[src/rtl/draw_arbiter.sv]
// Shares the sprite draw engine between draw/erase requesters; one operation at a time.
// Define ROUND_ROBIN_EN for round-robin arbitration; default build uses fixed priority (lowest index wins).
module draw_arbiter #(
   parameter int NUM_REQ      = 4,
   parameter int POS_W        = 3,
   parameter int NUM_POS      = 7,
   parameter int GARB_CYCLES  = 402,
   parameter int PRESS_CYCLES = 2402,
   parameter int CNT_W        = 12
) (
   input  logic                     CLOCK_50,
   input  logic                     reset_n,
   input  logic [NUM_REQ-1:0]       i_req,
   input  logic [NUM_REQ-1:0]       i_req_item,
   input  logic [NUM_REQ-1:0]       i_req_erase,
   input  logic [NUM_REQ*POS_W-1:0] i_req_pos,
   output logic [NUM_REQ-1:0]       o_gnt,
   output logic [NUM_REQ-1:0]       o_done,
   output logic                     o_busy,
   output logic                     o_bad_pos,
   output logic                     o_draw_item,
   output logic                     o_draw_erase,
   output logic [POS_W-1:0]         o_draw_pos,
   output logic                     o_draw_start,
   output logic [1:0]               o_state
);

   // Handshake: a requester holds i_req with stable fields until its one-cycle o_gnt;
   // fields are sampled only on the grant edge, and o_done pulses once when the engine is free.

   localparam int OWN_W = (NUM_REQ > 1) ? $clog2(NUM_REQ) : 1;
   localparam logic [CNT_W-1:0] GARB_LAST  = CNT_W'(GARB_CYCLES - 1);
   localparam logic [CNT_W-1:0] PRESS_LAST = CNT_W'(PRESS_CYCLES - 1);

   typedef enum logic [1:0] {S_IDLE, S_START, S_WAIT, S_DONE} state_t;

   state_t              r_state, w_state;
   logic [NUM_REQ-1:0]  r_gnt, w_gnt, r_done, w_done;
   logic                r_busy, w_busy, r_bad_pos, w_bad_pos;
   logic                r_item, w_item, r_erase, w_erase, r_start, w_start;
   logic [POS_W-1:0]    r_pos, w_pos, w_pos_sel;
   logic [CNT_W-1:0]    r_cnt, w_cnt, w_cnt_last;
   logic [OWN_W-1:0]    r_owner, w_owner, w_win;
   logic                w_pos_ok;
`ifdef ROUND_ROBIN_EN
   logic [OWN_W-1:0]    r_last, w_last;
`endif

   // Later loop iterations overwrite earlier ones, so the final hit is the winner.
   always_comb begin
      logic [OWN_W-1:0] idx;
      idx   = '0;
      w_win = '0;
`ifdef ROUND_ROBIN_EN
      for (int k = NUM_REQ; k >= 1; k--) begin
         idx = OWN_W'((int'(r_last) + k) % NUM_REQ);
         if (i_req[idx]) w_win = idx;
      end
`else
      for (int k = NUM_REQ - 1; k >= 0; k--) begin
         idx = OWN_W'(k);
         if (i_req[idx]) w_win = idx;
      end
`endif
   end

   assign w_pos_sel  = i_req_pos[int'(w_win)*POS_W +: POS_W];
   assign w_cnt_last = r_item ? PRESS_LAST : GARB_LAST;
   assign w_pos_ok   = ({1'b0, r_pos} < (POS_W+1)'(NUM_POS));

   always_comb begin
      w_state   = r_state;
      w_gnt     = '0;
      w_done    = '0;
      w_start   = 1'b0;
      w_bad_pos = r_bad_pos;
      w_item    = r_item;
      w_erase   = r_erase;
      w_pos     = r_pos;
      w_cnt     = r_cnt;
      w_owner   = r_owner;
`ifdef ROUND_ROBIN_EN
      w_last    = r_last;
`endif
      case (r_state)
         S_IDLE: begin
            if (|i_req) begin
               w_gnt   = NUM_REQ'(1) << w_win;
               w_item  = i_req_item[w_win];
               w_erase = i_req_erase[w_win];
               w_pos   = w_pos_sel;
               w_owner = w_win;
`ifdef ROUND_ROBIN_EN
               w_last  = w_win;
`endif
               w_state = S_START;
            end
         end
         S_START: begin
            // An out-of-range position never reaches the engine.
            if (w_pos_ok) begin
               w_start = 1'b1;
               w_cnt   = '0;
               w_state = S_WAIT;
            end else begin
               w_bad_pos = 1'b1;
               w_state   = S_DONE;
            end
         end
         S_WAIT: begin
            if (r_cnt == w_cnt_last) w_state = S_DONE;
            else                     w_cnt   = r_cnt + CNT_W'(1);
         end
         S_DONE: begin
            w_done  = NUM_REQ'(1) << r_owner;
            w_state = S_IDLE;
         end
         default: w_state = S_IDLE;
      endcase
      w_busy = (w_state != S_IDLE);
   end

   always_ff @(posedge CLOCK_50) begin
      if (!reset_n) begin
         r_state   <= S_IDLE;
         r_gnt     <= '0;
         r_done    <= '0;
         r_busy    <= 1'b0;
         r_bad_pos <= 1'b0;
         r_item    <= 1'b0;
         r_erase   <= 1'b0;
         r_pos     <= '0;
         r_start   <= 1'b0;
         r_cnt     <= '0;
         r_owner   <= '0;
`ifdef ROUND_ROBIN_EN
         r_last    <= OWN_W'(NUM_REQ - 1);
`endif
      end else begin
         r_state   <= w_state;
         r_gnt     <= w_gnt;
         r_done    <= w_done;
         r_busy    <= w_busy;
         r_bad_pos <= w_bad_pos;
         r_item    <= w_item;
         r_erase   <= w_erase;
         r_pos     <= w_pos;
         r_start   <= w_start;
         r_cnt     <= w_cnt;
         r_owner   <= w_owner;
`ifdef ROUND_ROBIN_EN
         r_last    <= w_last;
`endif
      end
   end

   assign o_gnt        = r_gnt;
   assign o_done       = r_done;
   assign o_busy       = r_busy;
   assign o_bad_pos    = r_bad_pos;
   assign o_draw_item  = r_item;
   assign o_draw_erase = r_erase;
   assign o_draw_pos   = r_pos;
   assign o_draw_start = r_start;
   assign o_state      = r_state;

endmodule

[config.mk]
export PLATFORM = sky130hd
export DESIGN_NAME = draw_arbiter
export DESIGN_NICKNAME = d
export VERILOG_FILES = /design/src/rtl/draw_arbiter.sv
export SDC_FILE = /design/constraint.sdc
export NUM_CORES = 1
export LEC_CHECK = 0
export CAP_MARGIN = 20
export CORE_UTILIZATION = 47
export CTS_CLUSTER_SIZE = 40
export DETAILED_ROUTE_END_ITERATION = 10
export PLACE_DENSITY = 0.9
export SLEW_MARGIN = 25
export SYNTH_ARGS = -nofsm -noshare
export SYNTH_HDL_FRONTEND = slang
export SYNTH_SLANG_ARGS = --single-unit
export TNS_END_PERCENT = 20
[constraint.sdc]
create_clock -name CLOCK_50 -period 2.3 [get_ports CLOCK_50]
set_clock_uncertainty 0.05 [all_clocks]
set_input_delay 0.575 -clock CLOCK_50 [delete_from_list [all_inputs] [get_ports CLOCK_50]]
set_output_delay 0.575 -clock CLOCK_50 [all_outputs]
set_load 0.005 [all_outputs]
==> out/results.tsv <==
metric	value	unit
status	finished clean	
Sequential cell area	641	µm²
Flop pwr share	44.2	%
Total GRT Usage	22.1	%
WS Path Type	reg -> reg	
GR Util met3	6.93	%
commonest register cell after synthesis	dfxtp_1	
clk slew on worst S/H paths	0.10	ns
placed instance area	2080	µm²
largest net degree at the start of global routing	17	
Post-Syn Area	1570	µm²
drt wl/cell	13.1	µm
gr busiest metal	met2	
fin. max-slew vios	0	
1st-pass router iterations	4	
GRT met1 Usage	28.1	%
Initial Util	50.6	%
Slew HR	53.8	%
ant diodes	0	
CTS Root Cell	clkbuf_4	
global-route wire length before repair	5840	µm
die area	3580	µm²
vias per cell	5.46	
commonest non-fill, non-tap cell in the layout	clkdlybuf4s50_1	
Worst EP arrival	2.27	ns
Setup-failing EPs final	0	
sequential-to-total area share from yosys stat	40.8	%
Core Rows	20	
initial antenna violation count	0	
area occupied by multi-input gates	862	µm²
Area growth, synth to finish	37.6	%
CP Cell Sequence	inv_1 > ha_1 > o211a_4 > nand4_1 > or4b_1 > xor2_1 > nor2_1	
Place WS	0.0192	ns
number of DRC markers in iteration 0	71	
Inserted Clock Buffers	5	
post-synth top area cell	dfxtp_1	
Finished Cell Area	2160	µm²
worst skew pair latency	0.34	ns
top cell type's share of synthesized area	40.8	%
final std cells w/o fill	281	
CP required	2.45	ns
Comb power frac	27.9	%
crit path time final	2.12	ns
CP endpoint kind	flip-flop	
Slew @ Worst Pin	0.688	ns
Avg Inst Size Synth	8.49	µm²
unrepaired setup endpoints after global routing	false	
Max-cap violations	0	
gr ovfl total	0	
Leakage	0.779	nW
slowest stage delay, CP	0.57	ns
Final nets	269	
syn nets	218	
PwrDens	705	nW/µm²
# placed instances	273	
switching fraction of total power	30.6	%
Post-CTS Hold Fix Bufs	0	
setup TNS	0	ns
fin crit share	92.2	%
async set or reset register ratio after synthesis	0	%
H-tree level count	2	
Yosys reg bits	32	
switching power	467	µW
Port Buffer Count	43	
Fmax	472	MHz
layout cells sized above 1	9.70	%
synth warn	0	
Max clock buf depth	2	
met2 usage	34.1	%
vias in the first global route	1346	
Worst VDD drop	0.366	mV
die height	59.8	µm
Min-Delay Path Class	reg -> reg	
Startpoint Class	flip-flop	
Boundary Pins	44	
Slowest cell on crit path	or4b_1	
Die X	59.8	µm
antenna-violating nets left	0	
most frequent cells in the layout	clkdlybuf4s50_1 (43), dfxtp_1 (32), nor2_1 (27)	
final hold violation count	0	
crit-path max FO	6	
fill count	256	
core area	3100	µm²
DRT Wirelength	3680	µm
routed vias	1535	
Post-synth EDFFs	0	
part of the power in the clock network	28.0	%
Pint	1.06	mW
RePlAce Congestion	0.863	
post-route setup slack	0.180	ns
Clock Sinks	32	
post-cts sizing count	0	
postcts setup bufs	0	
reg2reg setup slack	0.18	ns
distinct cell type count after synthesis	41	
top area cells in the synthesized netlist	dfxtp_1 (41%), nor2_1 (6.4%), ha_1 (5.6%), nand2_1 (3.8%), o31ai_1 (3.3%)	
post-DP HPWL	2760	µm
DRC viols	0	
Gate Count Post-Synth	185	
TritonCTS clock tree	built	
## final cells by class
cell class | instances | share of cell area [%]
Multi-Input combinational cell | 136 | 39.9
Sequential cell | 32 | 29.6
Timing Repair Buffer | 50 | 22.3
Tap cell | 44 | 2.55
Clock inverter | 3 | 1.97
Inverter | 11 | 1.91
Clock buffer | 5 | 1.74
## flip-flops by register name (all words and copies together) (netlist names)
signal	count
o_state	2
o_done	4
o_draw_item	1
o_bad_pos	1
o_draw_erase	1
o_busy	1
o_gnt	4
o_draw_pos	3
o_draw_start	1
r_owner	2
r_cnt	12
## final timing paths
kind / from / end / cells after the start
worst min register to register: r_owner[1] / o_done[1] / 1
worst max register to register: o_state[1] / r_cnt[11] / 7
worst max-delay path: o_state[1] / r_cnt[11] / 7
worst min-delay path: r_owner[1] / o_done[1] / 1
## metal layers
metal	share of wire, %	wire length, µm
met3	6.1	226
met2	47	1710
met5	0	0
met4	1.7	63
met1	46	1680
## power by group through the flow
stage | logic, mW | registers (mW) | clock network [mW]
2_1_floorplan | 0.220 | 0.677 | 0
5_1_grt | 0.469 | 0.683 | 0.463
4_1_cts | 0.424 | 0.673 | 0.431
3_3_place_gp | 0.411 | 0.682 | 0
6_report | 0.425 | 0.674 | 0.427
3_5_place_dp | 0.420 | 0.686 | 0
## worst max-delay path, delay by kind of cell, from the launching register on
kind	cells	cell delay [ns]
AND/OR/NAND/NOR	3	0.77
AO/OA/AOI/OAI	1	0.22
buffers and inverters	1	0.12
XOR/XNOR	1	0.16
flip-flops	1	0.37
adder cells (fa/ha/maj)	1	0.29
## cell families (layout without fill, tap and decap cells)
logic type | Yosys count | after routing | share of synthesized area (%)
and+or+nand+nor | 81 | 81 | 26.3
AOI/OAI and AO/OA | 41 | 41 | 19.0
DFF | 32 | 32 | 40.8
buffers and inverters | 17 | 69 | 4.38
adders and majority gates | 7 | 7 | 5.57
xor gates and xnor gates | 6 | 6 | 3.34
muxes | 1 | 1 | 0.637
## synthesized netlist by cell type, types with 2 or more instances
cell and n:
o22ai_1 6, clkbuf_1 4, dfxtp_1 32, o21ai_0 8
and2_1 2, ha_1 7, nor2_1 27, xnor2_1 4
or4_1 2, o31ai_1 7, nand3_1 6, nor3_1 5
nand2_1 16, xor2_1 2, a21oi_1 7, nand3b_1 2
inv_1 11, a211oi_1 4, or3_1 3, nand4_1 7
nor4_1 3
## stage by stage
| stage | power, mW | hold slack [ns] | utilization [%] |
|---|---|---|---|
| finish | 1.53 | 0.400 | 69.7 |
| global route | 1.61 | 0.419 | 69.7 |
| CTS | 1.53 | 0.398 | 69.7 |
| detailed placement | 1.11 | 0.379 | 67.1 |
| global placement | 1.09 | 0.377 | 67.1 |
| floorplan | 0.896 | 0.363 | - |
(Power assumes the default switching activity.)
